File: src/rtl/ucomb_seq.sv
// ucomb_seq: vector sequencer for the universal-gate combinational block.
// Applies an arithmetic sweep of 27-bit vectors. It waits SETTLE_CYCLES
// after each vector, then captures the block's 6-bit response. Responses
// are folded into a Galois MISR signature.
// Optional build macro UCOMB_SEQ_EXPECT_EN adds an expected-signature
// compare (exp_sig input, pass output).
module ucomb_seq #(
  parameter int unsigned         SETTLE_CYCLES = 2,
  parameter int unsigned         COUNT_W       = 16,
  parameter int unsigned         MISR_W        = 16,
  parameter logic [MISR_W-1:0]   MISR_POLY     = 16'h002D,
  parameter logic [MISR_W-1:0]   MISR_SEED     = '1
) (
  input  logic                wb_clk_i,
  input  logic                wb_rst_i,
  input  logic                start,
  input  logic                abort,
  input  logic [26:0]         base_vec,
  input  logic [26:0]         step_vec,
  input  logic [COUNT_W-1:0]  count,
  output logic [26:0]         vec_out,
  input  logic [5:0]          res_in,
  output logic [5:0]          last_res,
  output logic [MISR_W-1:0]   signature,
  output logic                busy,
`ifdef UCOMB_SEQ_EXPECT_EN
  input  logic [MISR_W-1:0]   exp_sig,
  output logic                pass,
`endif
  output logic                done
);

  typedef enum logic [1:0] {
    IDLE    = 2'd0,
    SETTLE  = 2'd1,
    CAPTURE = 2'd2,
    DONE    = 2'd3
  } state_t;

  localparam int unsigned SET_W       = $clog2(SETTLE_CYCLES + 2);
  localparam logic [SET_W-1:0] SETTLE_LOAD = SET_W'(SETTLE_CYCLES);
  // With no settle time a freshly applied vector is captured on the next edge.
  localparam state_t RUN_ENTRY = (SETTLE_CYCLES == 0) ? CAPTURE : SETTLE;

  // One Galois MISR step: shift left, fold the polynomial on a carried-out
  // one, then inject the response into the low bits.
  function automatic logic [MISR_W-1:0] misr_step(input logic [MISR_W-1:0] sig,
                                                  input logic [5:0]        res);
    logic [MISR_W-1:0] fb;
    fb = sig[MISR_W-1] ? MISR_POLY : {MISR_W{1'b0}};
    return {sig[MISR_W-2:0], 1'b0} ^ fb ^ MISR_W'(res);
  endfunction

  state_t               state_r, state_nxt_s;
  logic [26:0]          vec_r, vec_nxt_s;
  logic [26:0]          step_r, step_nxt_s;
  logic [COUNT_W-1:0]   rem_r, rem_nxt_s;
  logic [SET_W-1:0]     settle_r, settle_nxt_s;
  logic [MISR_W-1:0]    sig_r, sig_nxt_s;
  logic [5:0]           res_r, res_nxt_s;
  logic                 busy_r, done_r;
  logic [MISR_W-1:0]    cap_sig_s;
`ifdef UCOMB_SEQ_EXPECT_EN
  logic                 pass_r, pass_nxt_s;
`endif

  assign cap_sig_s = misr_step(sig_r, res_in);

  // Next-state and datapath update; every register holds unless changed.
  always_comb begin
    state_nxt_s  = state_r;
    vec_nxt_s    = vec_r;
    step_nxt_s   = step_r;
    rem_nxt_s    = rem_r;
    settle_nxt_s = settle_r;
    sig_nxt_s    = sig_r;
    res_nxt_s    = res_r;
`ifdef UCOMB_SEQ_EXPECT_EN
    pass_nxt_s   = pass_r;
`endif
    case (state_r)
      IDLE: begin
        if (start) begin
          sig_nxt_s = MISR_SEED;
          if (count != {COUNT_W{1'b0}}) begin
            vec_nxt_s    = base_vec;
            step_nxt_s   = step_vec;
            rem_nxt_s    = count;
            settle_nxt_s = SETTLE_LOAD;
            state_nxt_s  = RUN_ENTRY;
`ifdef UCOMB_SEQ_EXPECT_EN
            pass_nxt_s   = 1'b0;
`endif
          end else begin
            // Empty run: the final signature is the seed itself.
            state_nxt_s  = DONE;
`ifdef UCOMB_SEQ_EXPECT_EN
            pass_nxt_s   = (MISR_SEED == exp_sig);
`endif
          end
        end else begin
          state_nxt_s = IDLE;
        end
      end
      SETTLE: begin
        if (abort) begin
          state_nxt_s = IDLE;
        end else begin
          settle_nxt_s = settle_r - SET_W'(1);
          if (settle_r <= SET_W'(1)) begin
            state_nxt_s = CAPTURE;
          end else begin
            state_nxt_s = SETTLE;
          end
        end
      end
      CAPTURE: begin
        if (abort) begin
          state_nxt_s = IDLE;
        end else begin
          res_nxt_s = res_in;
          sig_nxt_s = cap_sig_s;
          if (rem_r == COUNT_W'(1)) begin
            state_nxt_s = DONE;
`ifdef UCOMB_SEQ_EXPECT_EN
            pass_nxt_s  = (cap_sig_s == exp_sig);
`endif
          end else begin
            rem_nxt_s    = rem_r - COUNT_W'(1);
            vec_nxt_s    = vec_r + step_r;
            settle_nxt_s = SETTLE_LOAD;
            state_nxt_s  = RUN_ENTRY;
          end
        end
      end
      DONE: begin
        state_nxt_s = IDLE;
      end
      default: begin
        state_nxt_s = IDLE;
      end
    endcase
  end

  // State and datapath registers; busy/done are derived from the next state
  // so that they are registered and line up with the state they describe.
  always_ff @(posedge wb_clk_i or posedge wb_rst_i) begin
    if (wb_rst_i) begin
      state_r  <= IDLE;
      vec_r    <= 27'd0;
      step_r   <= 27'd0;
      rem_r    <= {COUNT_W{1'b0}};
      settle_r <= {SET_W{1'b0}};
      sig_r    <= {MISR_W{1'b0}};
      res_r    <= 6'd0;
      busy_r   <= 1'b0;
      done_r   <= 1'b0;
`ifdef UCOMB_SEQ_EXPECT_EN
      pass_r   <= 1'b0;
`endif
    end else begin
      state_r  <= state_nxt_s;
      vec_r    <= vec_nxt_s;
      step_r   <= step_nxt_s;
      rem_r    <= rem_nxt_s;
      settle_r <= settle_nxt_s;
      sig_r    <= sig_nxt_s;
      res_r    <= res_nxt_s;
      busy_r   <= (state_nxt_s == SETTLE) || (state_nxt_s == CAPTURE);
      done_r   <= (state_nxt_s == DONE);
`ifdef UCOMB_SEQ_EXPECT_EN
      pass_r   <= pass_nxt_s;
`endif
    end
  end

  assign vec_out   = vec_r;
  assign last_res  = res_r;
  assign signature = sig_r;
  assign busy      = busy_r;
  assign done      = done_r;
`ifdef UCOMB_SEQ_EXPECT_EN
  assign pass      = pass_r;
`endif

endmodule
File: config.mk
export PLATFORM = sky130hd
export DESIGN_NAME = ucomb_seq
export DESIGN_NICKNAME = d
export VERILOG_FILES = /design/src/rtl/ucomb_seq.sv
export SDC_FILE = /design/constraint.sdc
export NUM_CORES = 1
export LEC_CHECK = 0
export ABC_AREA = 1
export BUFFER_PORTS_ARGS = -buffer_cell sky130_fd_sc_hd__buf_4
export CAP_MARGIN = 0
export CORE_MARGIN = 8
export CORE_UTILIZATION = 44
export DETAILED_ROUTE_END_ITERATION = 10
export GPL_ROUTABILITY_DRIVEN = 0
export MAX_ROUTING_LAYER = met4
export PLACE_DENSITY_LB_ADDON = 0.15
export SETUP_SLACK_MARGIN = 0.1
export SYNTH_ARGS = -nofsm -noshare
export SYNTH_HDL_FRONTEND = slang
export SYNTH_SLANG_ARGS = --single-unit
File: constraint.sdc
create_clock -name wb_clk_i -period 3.7 [get_ports wb_clk_i]
set_clock_uncertainty 0.2 [all_clocks]
set_input_delay 0.37 -clock wb_clk_i [delete_from_list [all_inputs] [get_ports wb_clk_i]]
set_output_delay 0.37 -clock wb_clk_i [all_outputs]
set_load 0.01 [all_outputs]
Yosys cells after proc, flatten, opt, wreduce, memory -nomap -nowiden. Cells that the tools add are included. Widths: inputs -> output; s select.

Bits in registers: 98. Input port bits: 80. Word-level logic and storage cells: 65.

Add/subtract/negate cells: 3. Order comparisons: 1. Equality and inequality tests: 12. Muxes and demuxes: 27. Bitwise logic cells: 3. Reduce and logical (&&, ||, !) cells: 10.

Operators by type and width (count): $mux 27 (4); $mux 16 (6); $pmux 16 s2 (2); $pmux 27 s2 (1); $xor 16x6->16 (2); $add 27x27->27 (1); $mux 2 (11); $eq 16x1->1 const B (1); $reduce_bool 16->1 (1); $sub 16x1->16 const B (1); $ne 2x2->1 const B (5); $eq 2x2->1 const B (4); $pmux 2 s4 (1); $mux 6 (1); $pmux 2 s3 (1); $reduce_and 3->1 (2); $reduce_and 6->1 (1); $reduce_and 5->1 (1); $eq 2x1->1 const B (2); $reduce_bool 3->1 (1); $le 2x1->1 const B (1); $logic_not 2->1 (1); $reduce_and 2->1 (1); $reduce_bool 2->1 (1); other kinds (3) (3).

Logic depth before layout (Yosys ltp). Gate-level depths: netlist of the first run.

Depth in word-level cells: 6. Depth in mapped cells: 14. Gate-level depth less buffers: 14.

Worst setup path before layout of the first run. No wires, ideal clock.

Path kind: register -> register. Start point: reg vec_r[0], in the netlist vec_out[0]. End point: reg vec_r[16], in the netlist vec_out[16]. Setup time: 0.116 ns. Arrival: 1.799 ns. Data required time: 3.384 ns. Path slack: 1.584 ns. Cell stages (with the launch flop): 15. Buffers on the path: 0. Period minus slack after synthesis: 2.116 ns. Path through: dfrtp_1 ha_1 inv_1 fa_1 inv_1 nand3_1 nand3_1 nand2_1 nand2_1 nand2_1 nand2_1 xnor2_1 nand2_1 nand2_1 nand2_1.

Longest elaborated chain between the ends: 4.

RTL lines: start: declaration (line 55) `logic [26:0] vec_r, vec_nxt_s;`; start signal: assignment (line 163) `vec_r <= vec_nxt_s;`; $add 27x27->27 (line 130) `vec_nxt_s = vec_r + step_r;`; $mux 27 (line 123) `if (rem_r == COUNT_W'(1)) begin`; $mux 27 (line 118) `if (abort) begin`; $pmux 27 s2 (line 81) `case (state_r)`.

Every way passes these cells. The select of a mux whose other input is x is not followed. A chain may end at the register's enable or synchronous reset.

Worst setup path after layout of the first run.
Start point: reg state_r[0]. End point: reg settle_r[1].

Longest elaborated chain between the ends: 3.

RTL lines: start: declaration (line 54) `state_t state_r, state_nxt_s;`; start signal: assignment (line 162) `state_r <= state_nxt_s;`; $eq 2x1->1 (tied with other cells) (line 81); $ne 2x2->1 (no source line) or $reduce_bool 3->1 (tied branches); $reduce_and 6->1 (no source line); end signal: assignment (line 153) `settle_r <= {SET_W{1'b0}};`; end signal: assignment (line 166) `settle_r <= settle_nxt_s;`; end: declaration (line 58) `logic [SET_W-1:0] settle_r, settle_nxt_s;`.

Several ways; a longest one is shown, not always the timed one.

==> results.cfg, run 1 <==
[place]
place.detailed.instances = 1285
placement.setup.worst_slack_ns = 1.06
post_dp_cell_area_um2 = 7830
buffer_ports.inserted = 130
hpwlAfterDp_um = 13300

[setup_path]
rrSetupSlack_ns = 1.07
critical_path_peak_fanout = 69
worstPathCellList = nor2_4, buf_4, nand3_1, nand3_4, nand2_1, o21ai_0, nand2_1
cp-end-kind = flop
timing.setup.critical_path_class = flop to flop
cp_startpoint_kind = flop
critical_path.most_common_cell = sky130_fd_sc_hd__nand2_1
reg_to_reg_startpoint = state_r[0]
endpoint_arrival_time_on_the_critical_path_ns = 2.67
worstRegToRegCells = 7
worst_path_largest_cell_delay_ns = 0.61
crit_start = state_r[0]
worst_r2r_endpoint = settle_r[1]
crit_slowest_cell = sky130_fd_sc_hd__buf_4
worst_ep_required_time_ns = 3.75
worst_setup_path_endpoint = settle_r[1]

[layout]
n_antenna_cell = 0
nFillCells = 1546
layout.cells.non_filler = 1301
area_delta_synth_final_pct = 21.6
postLayoutCellArea_um2 = 8130
finish.utilization_pct = 54.1
fraction_of_final_layout_cells_sized_beyond_drive_strength_1_pct = 17.3
finalNetCount = 1219

[timing]
period_share_pct = 71.0
setup_ws_ns = 1.07
worst_hold_slack_ns = 0.0320
fin_tns_setup_ns = 0
fin_crit_ns = 2.63
timing.fmax_mhz = 381
finalHoldViolCount = 0
worst-slew-pin-transition_ns = 0.983
finalSetupViolCount = 0
rsz0062_at_grt = false
timing.max_slew.rel_slack_pct = 34.4
timing.final.max_slew_violations = 0

[global_route]
globalRouteTotalUtil_pct = 19.3
global_route_wire_length_before_repair_um = 29800
grt_max_degree = 77
grt_pass1_vias = 6212
grt_antenna_before_repair = 0
globalRouteOverflowTotal = 0

[drt]
first_iter_violations = 366
routed_wirelength_um = 17700
final_antenna_net_count = 0
wire_per_inst_um = 13.6
num_vias = 6310
firstDrtPassIters = 6
post_drt_via_cell_ratio = 4.85
drc = 0

[cts]
cts_setup_buffers = 0
cts_made_buffers = 9
postCtsResizedCells = 0
holdBufCountCts = 0
level_count_of_the_clock_h_tree = 3
tritoncts = built
insertion_delay_ns = 0.35
clk_path_buf_depth = 2
cts_num_sinks = 98
root_buffer = sky130_fd_sc_hd__clkbuf_16
cts.reportedPaths.clkPinSlew_ns = 0.08

[flow_run]
cap_viol_max_count = 0

[floorplanning]
die_w_um = 139
placeableCoreArea_um2 = 15000
initial_util_pct = 44.5
floorplan.die_area_um2 = 19400
io_pins = 131
rows = 45
die_height_um = 139

[logic_synthesis]
most_frequent_cell_after_synthesis = sky130_fd_sc_hd__nand2_1
synth-seq-area-share_pct = 36.7
ys.warnings.count = 0
synth-seq-cells = 98
synth_edf_count = 0
synth_top_area_cell = sky130_fd_sc_hd__dfrtp_1
synth-async-reset-ratio_pct = 100
synth-main-ff-cell = sky130_fd_sc_hd__dfrtp_1
yosysTopAreaCellShare_pct = 36.7
synth.area.top_cells = sky130_fd_sc_hd__dfrtp_1, sky130_fd_sc_hd__nand2_1, sky130_fd_sc_hd__inv_1
post_synth_instance_area_um2 = 6680
ys_types = 34
synth_top_cells_by_count = sky130_fd_sc_hd__nand2_1, sky130_fd_sc_hd__inv_1, sky130_fd_sc_hd__nor2_1
synthesis.nets = 1097
synth.avg_cell_area_um2 = 6.78
syn_inst = 986

[pwr]
p_leak_nw = 4.41
power_per_cell_area_nw_per_um2 = 926
report.power.total_mw = 7.53
vdd.ir_drop.worst_uv = 398

[min_path]
hold_path.class = input pin to flop

[outcome]
outcome = finished, final reports clean
## logic make-up (layout without fill, tap and decap cells)
family / after synthesis / count (layout) / share of synthesized area, %
buffers and inverters: 172 / 299 / 9.89
and+or+nand+nor: 552 / 552 / 33.4
DFF: 98 / 98 / 36.7
adders and majority gates: 31 / 31 / 5.92
xor gates and xnor gates: 17 / 17 / 2.23
muxes: 26 / 26 / 4.38
AOI/OAI and AO/OA: 90 / 90 / 7.49
## routing by layer
layer	routed length, µm	track usage, %	part of all wire (%)
met1	8760	25.1	49
met2	7840	29.8	44
met3	1000	4.92	5.6
met4	133	3.87	0.75
met5	0	-	0
## final cells by class
| cell class | instances | area, µm² | area share (%) |
|---|---|---|---|
| multi-input cells | 716 | 3570 | 43.9 |
| clock inverters | 6 | 58.8 | 0.723 |
| flip-flops and latches | 98 | 2450 | 30.2 |
| well taps | 188 | 235 | 2.89 |
| clock buffers | 10 | 239 | 2.94 |
| repair buffers | 135 | 1010 | 12.5 |
| inverters | 148 | 561 | 6.90 |
## state kept, by name (all words and copies together) (netlist names)
| register | flops |
|---|---|
| last_res | 6 |
| step_r | 27 |
| rem_r | 16 |
| vec_out | 27 |
| busy | 1 |
| state_r | 2 |
| signature | 16 |
| done | 1 |
| settle_r | 2 |
## critical path: cells and delay by family (launching register included)
| family | cells | cell delay (ns) |
|---|---|---|
| AO/OA/AOI/OAI | 1 | 0.12 |
| buffers and inverters | 1 | 0.61 |
| flip-flops | 1 | 0.42 |
| AND/OR/NAND/NOR | 5 | 1.15 |
## report_power, final
part	internal (mW)	leakage [nW]	switching, mW
registers	1.58	1.16	0.408
clock network	0.490	0.143	0.465
logic	1.81	3.11	2.77
total	3.88	4.41	3.65
## cell usage in the layout, fill, tap and decap left out, types with 2 or more instances in the layout
cell type                     n
sky130_fd_sc_hd__nand4_1     10
sky130_fd_sc_hd__nor2_4       2
sky130_fd_sc_hd__o22ai_1      3
sky130_fd_sc_hd__dfrtp_1     98
sky130_fd_sc_hd__nor2_2       3
sky130_fd_sc_hd__inv_2        2
sky130_fd_sc_hd__inv_6        3
sky130_fd_sc_hd__o21ai_1     14
sky130_fd_sc_hd__nor2_1     117
sky130_fd_sc_hd__nand2_1    355
sky130_fd_sc_hd__inv_1      144
sky130_fd_sc_hd__nor3_1       4
sky130_fd_sc_hd__o21ai_0     35
sky130_fd_sc_hd__ha_1        30
sky130_fd_sc_hd__o211ai_1     7
sky130_fd_sc_hd__or2_2        2
sky130_fd_sc_hd__o21bai_1     2
sky130_fd_sc_hd__clkbuf_16    9
sky130_fd_sc_hd__a31oi_1      3
sky130_fd_sc_hd__mux2_2      26
sky130_fd_sc_hd__a21oi_1     19
sky130_fd_sc_hd__buf_4      135
sky130_fd_sc_hd__nand3_1     55
sky130_fd_sc_hd__xor2_1       5
sky130_fd_sc_hd__a21o_1       4
sky130_fd_sc_hd__inv_4        2
sky130_fd_sc_hd__xnor2_1     12
## worst min-delay path by stage
stage / from / endpoint / cells after the start
after floorplan: settle_r[1] / settle_r[1] / 2
after global placement: last_res[2] / last_res[2] / 2
after detailed placement: settle_r[1] / settle_r[1] / 2
after CTS: res_in[3] / last_res[3] / 3
after global routing: step_vec[5] / step_r[5] / 2
final: res_in[3] / last_res[3] / 3
(Power assumes the default switching activity.)
==> inputs of run 2 (changes only) <==
Clock period 3.7 ns to 2.2 ns, I/O delays scaled along.
==> results.cfg, run 2 (synthesis gave the netlist of run 1 again) <==
[floorplanning]
rows = 45
die_height_um = 139
placeableCoreArea_um2 = 15000
die_w_um = 139
initial_util_pct = 44.5
io_pins = 131
floorplan.die_area_um2 = 19400

[drt]
wire_per_inst_um = 14.6
firstDrtPassIters = 6
final_antenna_net_count = 0
drc = 0
first_iter_violations = 385
num_vias = 6812
post_drt_via_cell_ratio = 4.89
routed_wirelength_um = 20300

[global_route]
grt_pass1_vias = 6672
grt_antenna_before_repair = 0
globalRouteOverflowTotal = 0
globalRouteTotalUtil_pct = 21.0
grt_max_degree = 99
global_route_wire_length_before_repair_um = 32500

[cts]
root_buffer = sky130_fd_sc_hd__clkbuf_16
cts_made_buffers = 9
cts_num_sinks = 98
cts.reportedPaths.clkPinSlew_ns = 0.07
level_count_of_the_clock_h_tree = 3
tritoncts = built
insertion_delay_ns = 0.35
clk_path_buf_depth = 2

[timing]
timing.final.max_slew_violations = 0
worst-slew-pin-transition_ns = 0.533
setup_ws_ns = 0.0539
rsz0062_at_grt = true
timing.max_slew.rel_slack_pct = 64.5
timing.fmax_mhz = 466
fin_tns_setup_ns = 0
period_share_pct = 97.5
fin_crit_ns = 2.15
finalHoldViolCount = 0
finalSetupViolCount = 0

[layout]
multi_input_comb_area_um2 = 4090
fraction_of_final_layout_cells_sized_beyond_drive_strength_1_pct = 25.7
layout.cells.non_filler = 1394
nFillCells = 1346
top_library_cells_by_usage_in_the_layout_fill_and_taps_aside = sky130_fd_sc_hd__nand2_1, sky130_fd_sc_hd__buf_4, sky130_fd_sc_hd__inv_1
area_delta_synth_final_pct = 44.3
layout.cells.most_common = sky130_fd_sc_hd__nand2_1
layout.area.seq_um2 = 2450
postLayoutCellArea_um2 = 9650
finish.utilization_pct = 64.2
finalNetCount = 1312
n_antenna_cell = 0

[setup_path]
worst_ep_required_time_ns = 2.24
worstPathBufferInverterCount = 3
timing.setup.critical_path_class = flop to flop
worst_path_largest_cell_delay_ns = 0.37
crit_slowest_cell = sky130_fd_sc_hd__fa_2
critical_path.most_common_cell = sky130_fd_sc_hd__nand2_1
worstPathCellList = ha_2, inv_2, fa_2, inv_2, buf_6, nand2_2, nand3_4, nand2_2, nor2_2, nor2_1, nand2_1, nand3_2, nand2_1, nand2_1
endpoint_arrival_time_on_the_critical_path_ns = 2.19
critical_path_peak_fanout = 3
critical-path-top-delay-family = simple AND/OR/NAND/NOR gates
cp-end-kind = flop
cp_startpoint_kind = flop

[pwr]
power_per_cell_area_nw_per_um2 = 1570
vdd.ir_drop.worst_uv = 784
p_leak_nw = 4.94

[place]
post_dp_cell_area_um2 = 8090
place.detailed.instances = 1306
hpwlAfterDp_um = 13900
placement.setup.worst_slack_ns = 0.00376
buffer_ports.inserted = 130

[outcome]
outcome = finished, final reports clean

[min_path]
hold_path.class = input pin to flop

[flow_run]
cap_viol_max_count = 0
-- run 2: changes by cell type in the layout (fill, tap and decap cells not counted), moves of 18 or more --
| cell | before | now |
|---|---|---|
| sky130_fd_sc_hd__nand2_1 | 355 | 327 |
| sky130_fd_sc_hd__ha_1 | 30 | 9 |
| sky130_fd_sc_hd__buf_4 | 135 | 155 |
| sky130_fd_sc_hd__dlygate4sd3_1 | 0 | 62 |
| sky130_fd_sc_hd__ha_4 | 0 | 19 |
| sky130_fd_sc_hd__nor2_1 | 117 | 99 |
| sky130_fd_sc_hd__nand2_2 | 1 | 24 |
-- run 2: worst register-to-register path: stages (launching register included) --
cell                      delay, ns
sky130_fd_sc_hd__dfrtp_1       0.36
sky130_fd_sc_hd__ha_2          0.21
sky130_fd_sc_hd__inv_2         0.05
sky130_fd_sc_hd__fa_2          0.37
sky130_fd_sc_hd__inv_2         0.08
sky130_fd_sc_hd__buf_6         0.11
sky130_fd_sc_hd__nand2_2       0.07
sky130_fd_sc_hd__nand3_4       0.09
sky130_fd_sc_hd__nand2_2       0.06
sky130_fd_sc_hd__nor2_2        0.12
sky130_fd_sc_hd__nor2_1        0.05
sky130_fd_sc_hd__nand2_1       0.08
sky130_fd_sc_hd__nand3_2       0.08
sky130_fd_sc_hd__nand2_1       0.08
sky130_fd_sc_hd__nand2_1       0.05
-- run 2: worst paths after layout --
kind | start | cells past startpoint | slack, ns | endpoint
hold / removal | base_vec[13] | 5 | 0.002 | vec_out[13]
hold reg to reg | settle_r[1] | 2 | 0.28 | settle_r[1]
setup reg to reg | vec_out[0] | 14 | 0.05 | vec_out[14]
setup / recovery | vec_out[0] | 14 | 0.05 | vec_out[14]
min in group asynchronous | wb_rst_i | 4 | 0.38 | step_r[20]
max in group asynchronous | wb_rst_i | 4 | 1.02 | rem_r[12]
-- run 2: layout make-up --
cell class	instances	area share, %
Multi-Input combinational cell	716	42.4
Sequential cell	98	25.4
Timing Repair Buffer	228	20.6
Clock buffer	11	2.62
Tap cell	188	2.44
Inverter	148	5.82
Clock inverter	5	0.700
-- run 2: layer usage --
metal	vias to the layer above	part of all wire, %	track usage [%]	wire, µm
li1	3497	-	-	-
met1	3115	47	27.1	9590
met2	178	46	32.9	9270
met3	22	5.8	4.34	1170
met4	0	1.3	6.01	263
met5	-	0	-	0
-- run 2: power breakdown --
part / switching (mW) / leakage, nW / internal (mW)
sequential: 0.829 / 1.16 / 2.67
combinational: 5.57 / 3.62 / 4.42
clock: 0.745 / 0.159 / 0.963
-- run 2: stage by stage --
| stage | hold slack [ns] | power [mW] |
|---|---|---|
| floorplan | 0.137 | 8.83 |
| global placement | 0.223 | 11.6 |
| detailed placement | 0.223 | 11.7 |
| CTS | 0.000180 | 13.7 |
| global route | 0.0258 | 16.6 |
| finish | 0.00176 | 15.2 |
-- run 2: what timing repair did --
item                                    in CTS  in global routing
hold buffers                                62                  0
cloned                                       0                  2
hold endpoints to repair                   160                  0
setup buffers                                0                  8
endpoints found under the setup margin      18                 66
pin swaps                                    1                 18
gates resized for setup                     14                 92
